<file path="config.mk">
export PLATFORM = sky130hd
export DESIGN_NAME = maxpool_win
export DESIGN_NICKNAME = d
export VERILOG_FILES = /design/src/rtl/maxpool_win.sv
export SDC_FILE = /design/constraint.sdc
export NUM_CORES = 1
export LEC_CHECK = 0
export BUFFER_PORTS_ARGS = -buffer_cell sky130_fd_sc_hd__buf_2
export CORE_ASPECT_RATIO = 0.5
export CORE_MARGIN = 3
export CORE_UTILIZATION = 50
export DETAILED_ROUTE_END_ITERATION = 7
export PLACE_DENSITY_LB_ADDON = 0.08
export SKIP_CTS_REPAIR_TIMING = 1
export SLEW_MARGIN = 20
export SYNTH_ARGS = -nofsm -noshare
export SYNTH_HDL_FRONTEND = slang
export SYNTH_SLANG_ARGS = --single-unit
</file>
<file path="constraint.sdc">
create_clock -name clk -period 7.95 [get_ports clk]
set_clock_uncertainty 0.2 [all_clocks]
set_input_delay 1.1925 -clock clk [delete_from_list [all_inputs] [get_ports clk]]
set_output_delay 1.1925 -clock clk [all_outputs]
set_load 0.005 [all_outputs]
</file>
<file path="src/rtl/maxpool_win.sv">
// Serial-input windowed signed maxpool: deserialises NO_CH channels, slides a POOL/STRIDE window, emits per-channel max.
// Optional MAXPOOL_TAIL_EN: emit a final partial window at sequence end when the last element does not trigger one.
module maxpool_win #(
    parameter int NO_CH  = 10,
    parameter int BW_IN  = 12,
    parameter int SER_BW = 4,
    parameter int POOL   = 2,
    parameter int STRIDE = 2
) (
    input  logic                          clk,
    input  logic                          rst,
    input  logic                          vld_in,
    input  logic                          last_in,
    input  logic [NO_CH-1:0][SER_BW-1:0]  data_in,
    output logic                          vld_out,
    output logic                          last_out,
    output logic [NO_CH-1:0][BW_IN-1:0]   data_out
);

    localparam int WORD_CYC = BW_IN / SER_BW;
    localparam int WCW      = (WORD_CYC > 1) ? $clog2(WORD_CYC) : 1;
    localparam int FW       = $clog2(POOL + 1);
    localparam int PW       = (STRIDE > 1) ? $clog2(STRIDE) : 1;

    localparam logic [WCW-1:0] WC_LAST = WCW'(WORD_CYC - 1);
    localparam logic [FW-1:0]  POOL_F  = FW'(POOL);
    localparam logic [PW-1:0]  PH_LAST = PW'(STRIDE - 1);

    logic [WCW-1:0]                        wcnt_q, wcnt_d;
    logic [NO_CH-1:0][BW_IN-1:0]           asm_q, asm_d;
    logic [POOL-1:0][NO_CH-1:0][BW_IN-1:0] win_q, win_d;
    logic [FW-1:0]                         fill_q, fill_d;
    logic [PW-1:0]                         phase_q, phase_d;
    logic [FW-1:0]                         wn_q, wn_d;
    logic                                  pend_q, pend_d;
    logic                                  pend_last_q, pend_last_d;
    logic                                  vld_out_q, vld_out_d;
    logic                                  last_out_q, last_out_d;
    logic [NO_CH-1:0][BW_IN-1:0]           data_out_q, data_out_d;

    logic                                  final_beat;
    logic [NO_CH-1:0][BW_IN-1:0]           elem;
    logic [FW-1:0]                         new_fill;
    logic [PW-1:0]                         ph_cur;
    logic                                  trig;
    logic [NO_CH-1:0][BW_IN-1:0]           mx;

    // Window max: entries at index >= wn_q are stale and are masked out.
    always_comb begin
        mx = '0;
        for (int unsigned c = 0; c < NO_CH; c++) begin
            mx[c] = win_q[0][c];
            for (int unsigned i = 1; i < POOL; i++) begin
                if (FW'(i) < wn_q && $signed(win_q[i][c]) > $signed(mx[c]))
                    mx[c] = win_q[i][c];
            end
        end
    end

    always_comb begin
        wcnt_d      = wcnt_q;
        asm_d       = asm_q;
        win_d       = win_q;
        fill_d      = fill_q;
        phase_d     = phase_q;
        wn_d        = wn_q;
        pend_d      = 1'b0;
        pend_last_d = 1'b0;

        final_beat = vld_in && (wcnt_q == WC_LAST);
        elem = asm_q;
        for (int unsigned c = 0; c < NO_CH; c++)
            elem[c][wcnt_q*SER_BW +: SER_BW] = data_in[c];

        new_fill = (fill_q == POOL_F) ? POOL_F : fill_q + FW'(1);
        ph_cur   = (fill_q == POOL_F) ? phase_q : '0;
        trig     = (new_fill == POOL_F) && (ph_cur == '0);

        if (vld_in) begin
            asm_d  = elem;
            wcnt_d = final_beat ? '0 : wcnt_q + WCW'(1);
        end

        if (final_beat) begin
            win_d[0] = elem;
            for (int unsigned i = 1; i < POOL; i++)
                win_d[i] = win_q[i-1];
            fill_d      = new_fill;
            phase_d     = (ph_cur == PH_LAST) ? '0 : ph_cur + PW'(1);
            wn_d        = new_fill;
            pend_d      = trig;
            pend_last_d = trig && last_in;
`ifdef MAXPOOL_TAIL_EN
            if (last_in && !trig) begin
                pend_d      = 1'b1;
                pend_last_d = 1'b1;
            end
`endif
            // Window contents survive the sequence end: the max stage still reads them next cycle.
            if (last_in) begin
                fill_d  = '0;
                phase_d = '0;
            end
        end

        vld_out_d  = pend_q;
        last_out_d = pend_last_q;
        data_out_d = pend_q ? mx : data_out_q;
    end

    always_ff @(posedge clk) begin
        if (rst) begin
            wcnt_q      <= '0;
            asm_q       <= '0;
            win_q       <= '0;
            fill_q      <= '0;
            phase_q     <= '0;
            wn_q        <= '0;
            pend_q      <= 1'b0;
            pend_last_q <= 1'b0;
            vld_out_q   <= 1'b0;
            last_out_q  <= 1'b0;
            data_out_q  <= '0;
        end else begin
            wcnt_q      <= wcnt_d;
            asm_q       <= asm_d;
            win_q       <= win_d;
            fill_q      <= fill_d;
            phase_q     <= phase_d;
            wn_q        <= wn_d;
            pend_q      <= pend_d;
            pend_last_q <= pend_last_d;
            vld_out_q   <= vld_out_d;
            last_out_q  <= last_out_d;
            data_out_q  <= data_out_d;
        end
    end

    assign vld_out  = vld_out_q;
    assign last_out = last_out_q;
    assign data_out = data_out_q;

endmodule

</file>
==> impl_metrics.csv, run 1 <==
group,metric,value,unit
logic_synthesis,ys_seq_elements,450,
floorplan,die_ar,0.0437,mm2
floorplan,rows,51,
setup_path,maximum_fanout_along_the_worst_path,41,
layout,layout.cell_area.non_filler,0.0229,mm2
placement,routabilityCongestion,0.827,
floorplan,initial_utilization,0.518,
logic_synthesis,async_flop_share,0,
outcome,status,"finished clean",
setup_path,critPathLaunchType,"register",
power,part_of_the_total_power_dissipated_in_sequential_elements,0.491,
power,switching_power,1160,uW
placement,placement.cell_area,0.0214,mm2
setup_path,setup.worst_path.end_class,"register",
power,irDropWorstVdd,0.133,mV
hold_path,worst_min_path_class,"register to register",
sta,unrepaired_setup_endpoints_after_global_routing,"no",
setup_path,worstPathArrival,4.15,ns
sta,maxSlewViolCount,0,
setup_path,critical_path_required_time,8.22,ns
floorplan,design.portCount,166,
sta,relSlewSlack,0.182,
clock_network,cts_inserted_buffers,41,
clock_network,cts.root.buffer_cell,"sky130_fd_sc_hd__clkbuf_16",
routing,ant_nets,0,
routing,routed_wire_length_per_instance,17.2,um
logic_synthesis,synth_ff_type,"sky130_fd_sc_hd__dfxtp_1",
sta,final-setup-viol-count,0,
placement,hpwlAfterDp,32900,um
setup_path,worst-setup-path-type,"register to register",
power,p_comb_frac,0.070,
power,clock_power_frac,0.439,
flow_run,max-cap-violations,0,
logic_synthesis,synth_edf_count,0,
routing,drt-vias-per-instance,5.80,
routing,dr_total_vias,17900,
layout,layout_common_cells,"sky130_fd_sc_hd__dfxtp_1, sky130_fd_sc_hd__nand2_1, sky130_fd_sc_hd__nor2_1",
routing,wirelength_routed,53100,um
sta,hold_violations,0,
logic_synthesis,syn-instance-count,2501,
clock_network,clockBufferDepth,3,
layout,final_core_utilization,0.576,
logic_synthesis,synth_cell_types,48,
logic_synthesis,synth_area,0.0206,mm2
grt,antenna_found_initial,2,
logic_synthesis,synth_seq_area_share,0.438,
grt,grt_first_pass_wirelength,87400,um
sta,timing.fmax,258,MHz
logic_synthesis,synth.net_count,2671,
grt,pin_count_of_the_biggest_net_entering_global_routing,235,
grt,grt_overflow_total,0,
logic_synthesis,post_synth.cell_area_avg,8.22,um2
sta,period_utilisation_layout,0.488,
floorplan,placeableCoreArea,0.0397,mm2
clock_network,clock_pin_transition_on_the_worst_setup_and_hold_timing_paths,0.07,ns
sta,tightestPinTransition,1.23,ns
layout,layout-drive-gt1-share,0.109,
clock_network,cts_num_sinks,450,
floorplan,die-height,149,um
layout,finalNetCount,2692,
placement,io_buffer_count,165,
power,post-layout-total-power,4750,uW
layout,layout.cells.most_common,"sky130_fd_sc_hd__dfxtp_1",
routing,drc,0,
grt,number_of_global_route_vias_before_repair,16400,
power,power.switching_fraction,0.244,
logic_synthesis,synth.yosys.warnings,0,
floorplan,width_of_the_chip,293,um
layout,syn_to_final_growth,11.2,%
power,p_int,3590,uW
routing,firstDrtPassIters,5,
clock_network,clk_latency,0.55,ns
grt,global_route.usage.total,0.238,
power,leakage,0.00806,uW
sta,setup-tns-final,0,ns
layout,fillerInstances,3716,
routing,drt_iter0_drc,1406,
clock_network,h-tree-depth,2,
sta,fin_worst_hold_slack,0.243,ns
clock_network,cts_tree,"yes",
power,power_density,208,mW/mm2
sta,post-route-min-period,3.88,ns
stage by stage:
step | cells | setup slack [ns]
3_3_place_gp | 3009 | 3.94
6_report | 3085 | 4.07
3_5_place_dp | 3009 | 3.87
2_1_floorplan | 2501 | 5.43
5_1_grt | 3085 | 3.83
4_1_cts | 3083 | 4.10
layer usage:
layer	global-route usage	vias up	share of wire	wire (um)
met1	0.335	8490	0.48	25400
met2	0.387	339	0.46	24500
met4	0.0508	0	0.015	784
met3	0.0372	67	0.045	2360
met5	0	-	0	0
li1	-	8984	-	-
kinds of logic (layout without fill, tap and decap cells):
family                   count (synthesis)  in the layout  synth area share
buffers and inverters                  337            389            0.0641
other                                    0              2                 0
flip-flops                             450            450             0.438
multiplexers                             1              1          0.000487
adder cells (fa/ha/maj)                126            126            0.0767
AND/OR/NAND/NOR                        839            839             0.174
AO/OA/AOI/OAI                          748            748             0.247
cells in the mapped netlist, types with 12 or more instances:
library cell                 n  share of area
sky130_fd_sc_hd__inv_1     127          0.023
sky130_fd_sc_hd__nand3_1   107          0.026
sky130_fd_sc_hd__or3_1      17         0.0052
sky130_fd_sc_hd__dfxtp_1   450           0.44
sky130_fd_sc_hd__o21ai_0    96          0.023
sky130_fd_sc_hd__a221oi_1   24          0.010
sky130_fd_sc_hd__nand2_1   356          0.065
sky130_fd_sc_hd__a211oi_1  145          0.053
sky130_fd_sc_hd__a21oi_1   214          0.052
sky130_fd_sc_hd__a22oi_1    80          0.029
sky130_fd_sc_hd__buf_1      13         0.0024
sky130_fd_sc_hd__nand4_1    19         0.0058
sky130_fd_sc_hd__ha_1      126          0.077
sky130_fd_sc_hd__nor3_1     13         0.0032
sky130_fd_sc_hd__o211ai_1   12         0.0044
sky130_fd_sc_hd__clkbuf_1  175          0.032
sky130_fd_sc_hd__a311oi_1  107          0.046
sky130_fd_sc_hd__nor2_1    277          0.051
area by class of cell:
cell class                      count  area (um2)  share of cell area
Multi-Input combinational cell   1714       10300               0.449
Sequential cell                   450        9010               0.394
Clock buffer                       63        1260              0.0552
Timing Repair Buffer              188        1030              0.0449
Tap cell                          530         663              0.0290
Inverter                          127         477              0.0209
Clock inverter                     11         140             0.00613
Antenna cell                        2        5.00            0.000219
worst max-delay path, stage by stage (launching register included):
cell,delay (ns)
sky130_fd_sc_hd__dfxtp_1,0.46
sky130_fd_sc_hd__ha_1,0.22
sky130_fd_sc_hd__inv_2,0.38
sky130_fd_sc_hd__nor4b_2,1.06
sky130_fd_sc_hd__buf_4,0.62
sky130_fd_sc_hd__and2_1,0.58
sky130_fd_sc_hd__a22oi_1,0.14
sky130_fd_sc_hd__nor2_1,0.12
state kept, by name, summed over array words and instances, names as in the netlist:
signal and count:
last_out 1, data_out 120, wcnt_q 2, pend_q 1, phase_q 1, wn_q 1
win_q 240, fill_q 2, vld_out 1, last_out_d 1, asm_q 80
path summary, 6_finish.rpt:
kind,slack [ns],endpoint,from,cells after the start
worst max-delay path,4.07,asm_q[89],wcnt_q[0],7
worst min-delay path,0.24,last_out,last_out_d,1
worst max register to register,4.07,asm_q[89],wcnt_q[0],7
worst min register to register,0.24,last_out,last_out_d,1
power by group through the flow:
| stage | registers (uW) | clock network [uW] | logic (uW) |
|---|---|---|---|
| floorplan | 2370 | 0 | 240 |
| global placement | 2380 | 0 | 329 |
| detailed placement | 2380 | 0 | 334 |
| CTS | 2330 | 2130 | 335 |
| global route | 2340 | 2230 | 377 |
| finish | 2330 | 2080 | 334 |
Power figures use the tool's default switching activity.
==> run 2: changes to the inputs <==
clock period = 3.8 ns   (was 7.95 ns; I/O delays follow)
==> run 2 against run 1 <==
- sequential share of layout area down 0.31 points
- cell count up 0.58%
- first-iteration DRC count down 0.57%
- sequential power up 110%
- register-to-register slack worse by 3.3 ns
- largest cell class unchanged
- via count about the same
- worst setup slack worse by 3.3 ns
- final area up 0.78%
- combinational power up 110%
- critical path depth up 1
- non-clock buffer count up 22
==> impl_metrics.csv, run 2 (synthesized netlist as in run 1, its figures left out) <==
group,metric,value,unit
sta,final-setup-viol-count,0,
hold_path,hold_end,"last_out_d",
routing,drt_iter0_drc,1398,
routing,wirelength_routed,53400,um
setup_path,crit_family,"compound AO/OA/AOI/OAI gates",
setup_path,cp_cell_sequence,"inv_1 -> ha_1 -> nand4_1 -> or3_1 -> a21oi_1 -> o31a_1 -> nand3_1 -> a311oi_1",
setup_path,cp_buf_inv_count,1,
clock_network,clk_latency,0.53,ns
routing,routed_wire_length_per_instance,17.2,um
sta,unrepaired_setup_endpoints_after_global_routing,"no",
grt,grt_most_used_layer,"met2",
layout,final_core_utilization,0.580,
floorplan,placeableCoreArea,0.0397,mm2
setup_path,worst-setup-path-type,"register to register",
sta,setup-tns-final,0,ns
hold_path,worst_min_path_class,"input port to register",
floorplan,rows,51,
grt,grt.met1_usage,0.339,
clock_network,cts_inserted_buffers,41,
sta,setup_slack,0.778,ns
floorplan,design.portCount,166,
layout,layout.cells.most_common,"sky130_fd_sc_hd__dfxtp_1",
grt,global_route.usage.total,0.240,
sta,hold_violations,0,
placement,hpwlAfterDp,34400,um
grt,antenna_found_initial,3,
layout,max_flop_register,"win_q",
sta,post-route-min-period,3.02,ns
floorplan,width_of_the_chip,293,um
clock_network,cts.root.buffer_cell,"sky130_fd_sc_hd__clkbuf_16",
sta,period_utilisation_layout,0.795,
layout,finalNetCount,2714,
setup_path,setup.worst_path.end_class,"register",
layout,syn_to_final_growth,12.0,%
routing,ant_nets,0,
hold_path,min_from,"last_in",
placement,routabilityCongestion,0.826,
clock_network,cts_tree,"yes",
outcome,status,"finished clean",
sta,timing.fmax,331,MHz
placement,io_buffer_count,165,
power,post-layout-total-power,9810,uW
grt,number_of_global_route_vias_before_repair,16700,
grt,grt_util_met3,0.0348,
setup_path,worstPathArrival,3.25,ns
setup_path,setup.reg_to_reg.worst_slack,0.78,ns
power,leakage,0.00816,uW
sta,relSlewSlack,0.310,
layout,largest_register_ffs,240,
layout,layout-drive-gt1-share,0.116,
floorplan,die-height,149,um
routing,firstDrtPassIters,7,
clock_network,clock_pin_transition_on_the_worst_setup_and_hold_timing_paths,0.07,ns
routing,drc,0,
setup_path,r2r_start,"win_q[23]",
floorplan,initial_utilization,0.518,
setup_path,critPathLaunchType,"register",
layout,layout_common_cells,"sky130_fd_sc_hd__dfxtp_1, sky130_fd_sc_hd__nand2_1, sky130_fd_sc_hd__nor2_1",
routing,drt-vias-per-instance,5.76,
setup_path,cpPeakStageDelay,0.55,ns
routing,dr_total_vias,17900,
grt,grt_overflow_total,0,
sta,tightestPinTransition,1.03,ns
setup_path,crit_path_top_delay_cell,"sky130_fd_sc_hd__o31a_1",
clock_network,cts_num_sinks,450,
setup_path,regToRegEndpoint,"data_out[20]",
setup_path,worstRegToRegCells,8,
placement,dpl_worst_slack,0.852,ns
sta,maxSlewViolCount,0,
flow_run,max-cap-violations,0,
power,irDropWorstVdd,0.280,mV
layout,layout.cell_area.non_filler,0.0230,mm2
clock_network,h-tree-depth,2,
power,power_density,426,mW/mm2
grt,pin_count_of_the_biggest_net_entering_global_routing,130,
grt,grt_use_met2,0.395,
setup_path,critical_path_required_time,4.03,ns
hold_path,min_delay_path_depth,2,
floorplan,die_ar,0.0437,mm2
setup_path,maximum_fanout_along_the_worst_path,12,
placement,placement.cell_area,0.0217,mm2
grt,grt_first_pass_wirelength,87800,um
clock_network,clockBufferDepth,3,
[run 2: cell count changes in the layout (fill, tap and decap cells not counted), sizes merged]
cell | previous run | this run
inv | 129 | 127
buf | 188 | 210
clkinv | 5 | 8
clkinvlp | 1 | 2
clkbuf | 63 | 57
[run 2: how the worst max path moves through the flow]
stage | cells past startpoint | startpoint | to | slack (ns)
finish | 8 | win_q[23] | data_out[20] | 0.78
CTS | 8 | win_q[23] | data_out[21] | 0.81
global placement | 8 | win_q[59] | data_out[55] | 0.55
detailed placement | 8 | win_q[73] | data_out[73] | 0.85
floorplan | 10 | win_q[79] | data_out[75] | 1.28
global route | 8 | win_q[23] | data_out[20] | 0.56
[run 2: cell type report]
cell class / instances / area [um2]
inverters: 127 / 477
repair buffers: 210 / 1280
clock inverters: 13 / 145
clock buffers: 57 / 1190
fillers: 3709 / 16700
multi-input cells: 1714 / 10300
well taps: 530 / 663
flip-flops and latches: 450 / 9010
diodes: 2 / 5.00
[run 2: through the flow]
stage               instances  hold slack [ns]
floorplan                2501            0.214
global placement         3031            0.236
detailed placement       3031            0.244
CTS                      3101           0.0813
global route             3103           0.0961
finish                   3103            0.103
[run 2: where the power goes]
part	total (uW)	internal, uW	switching, uW	leakage [uW]
registers	4880	4810	68.4	0.00364
logic	717	223	494	0.00386
clock network	4220	2380	1840	0.000658
total	9810	7410	2400	0.00816
[run 2: routing by layer]
metal,part of all wire,vias to the layer above
li1,-,9012
met5,0,-
met4,0.013,0
met1,0.48,8442
met3,0.045,54
met2,0.46,355
[run 2: worst reg2reg max path: stages, from the launching register on]
cell                       delay (ns)
sky130_fd_sc_hd__dfxtp_1         0.40
sky130_fd_sc_hd__inv_1           0.06
sky130_fd_sc_hd__ha_1            0.32
sky130_fd_sc_hd__nand4_1         0.17
sky130_fd_sc_hd__or3_1           0.43
sky130_fd_sc_hd__a21oi_1         0.32
sky130_fd_sc_hd__o31a_1          0.55
sky130_fd_sc_hd__nand3_1         0.15
sky130_fd_sc_hd__a311oi_1        0.30
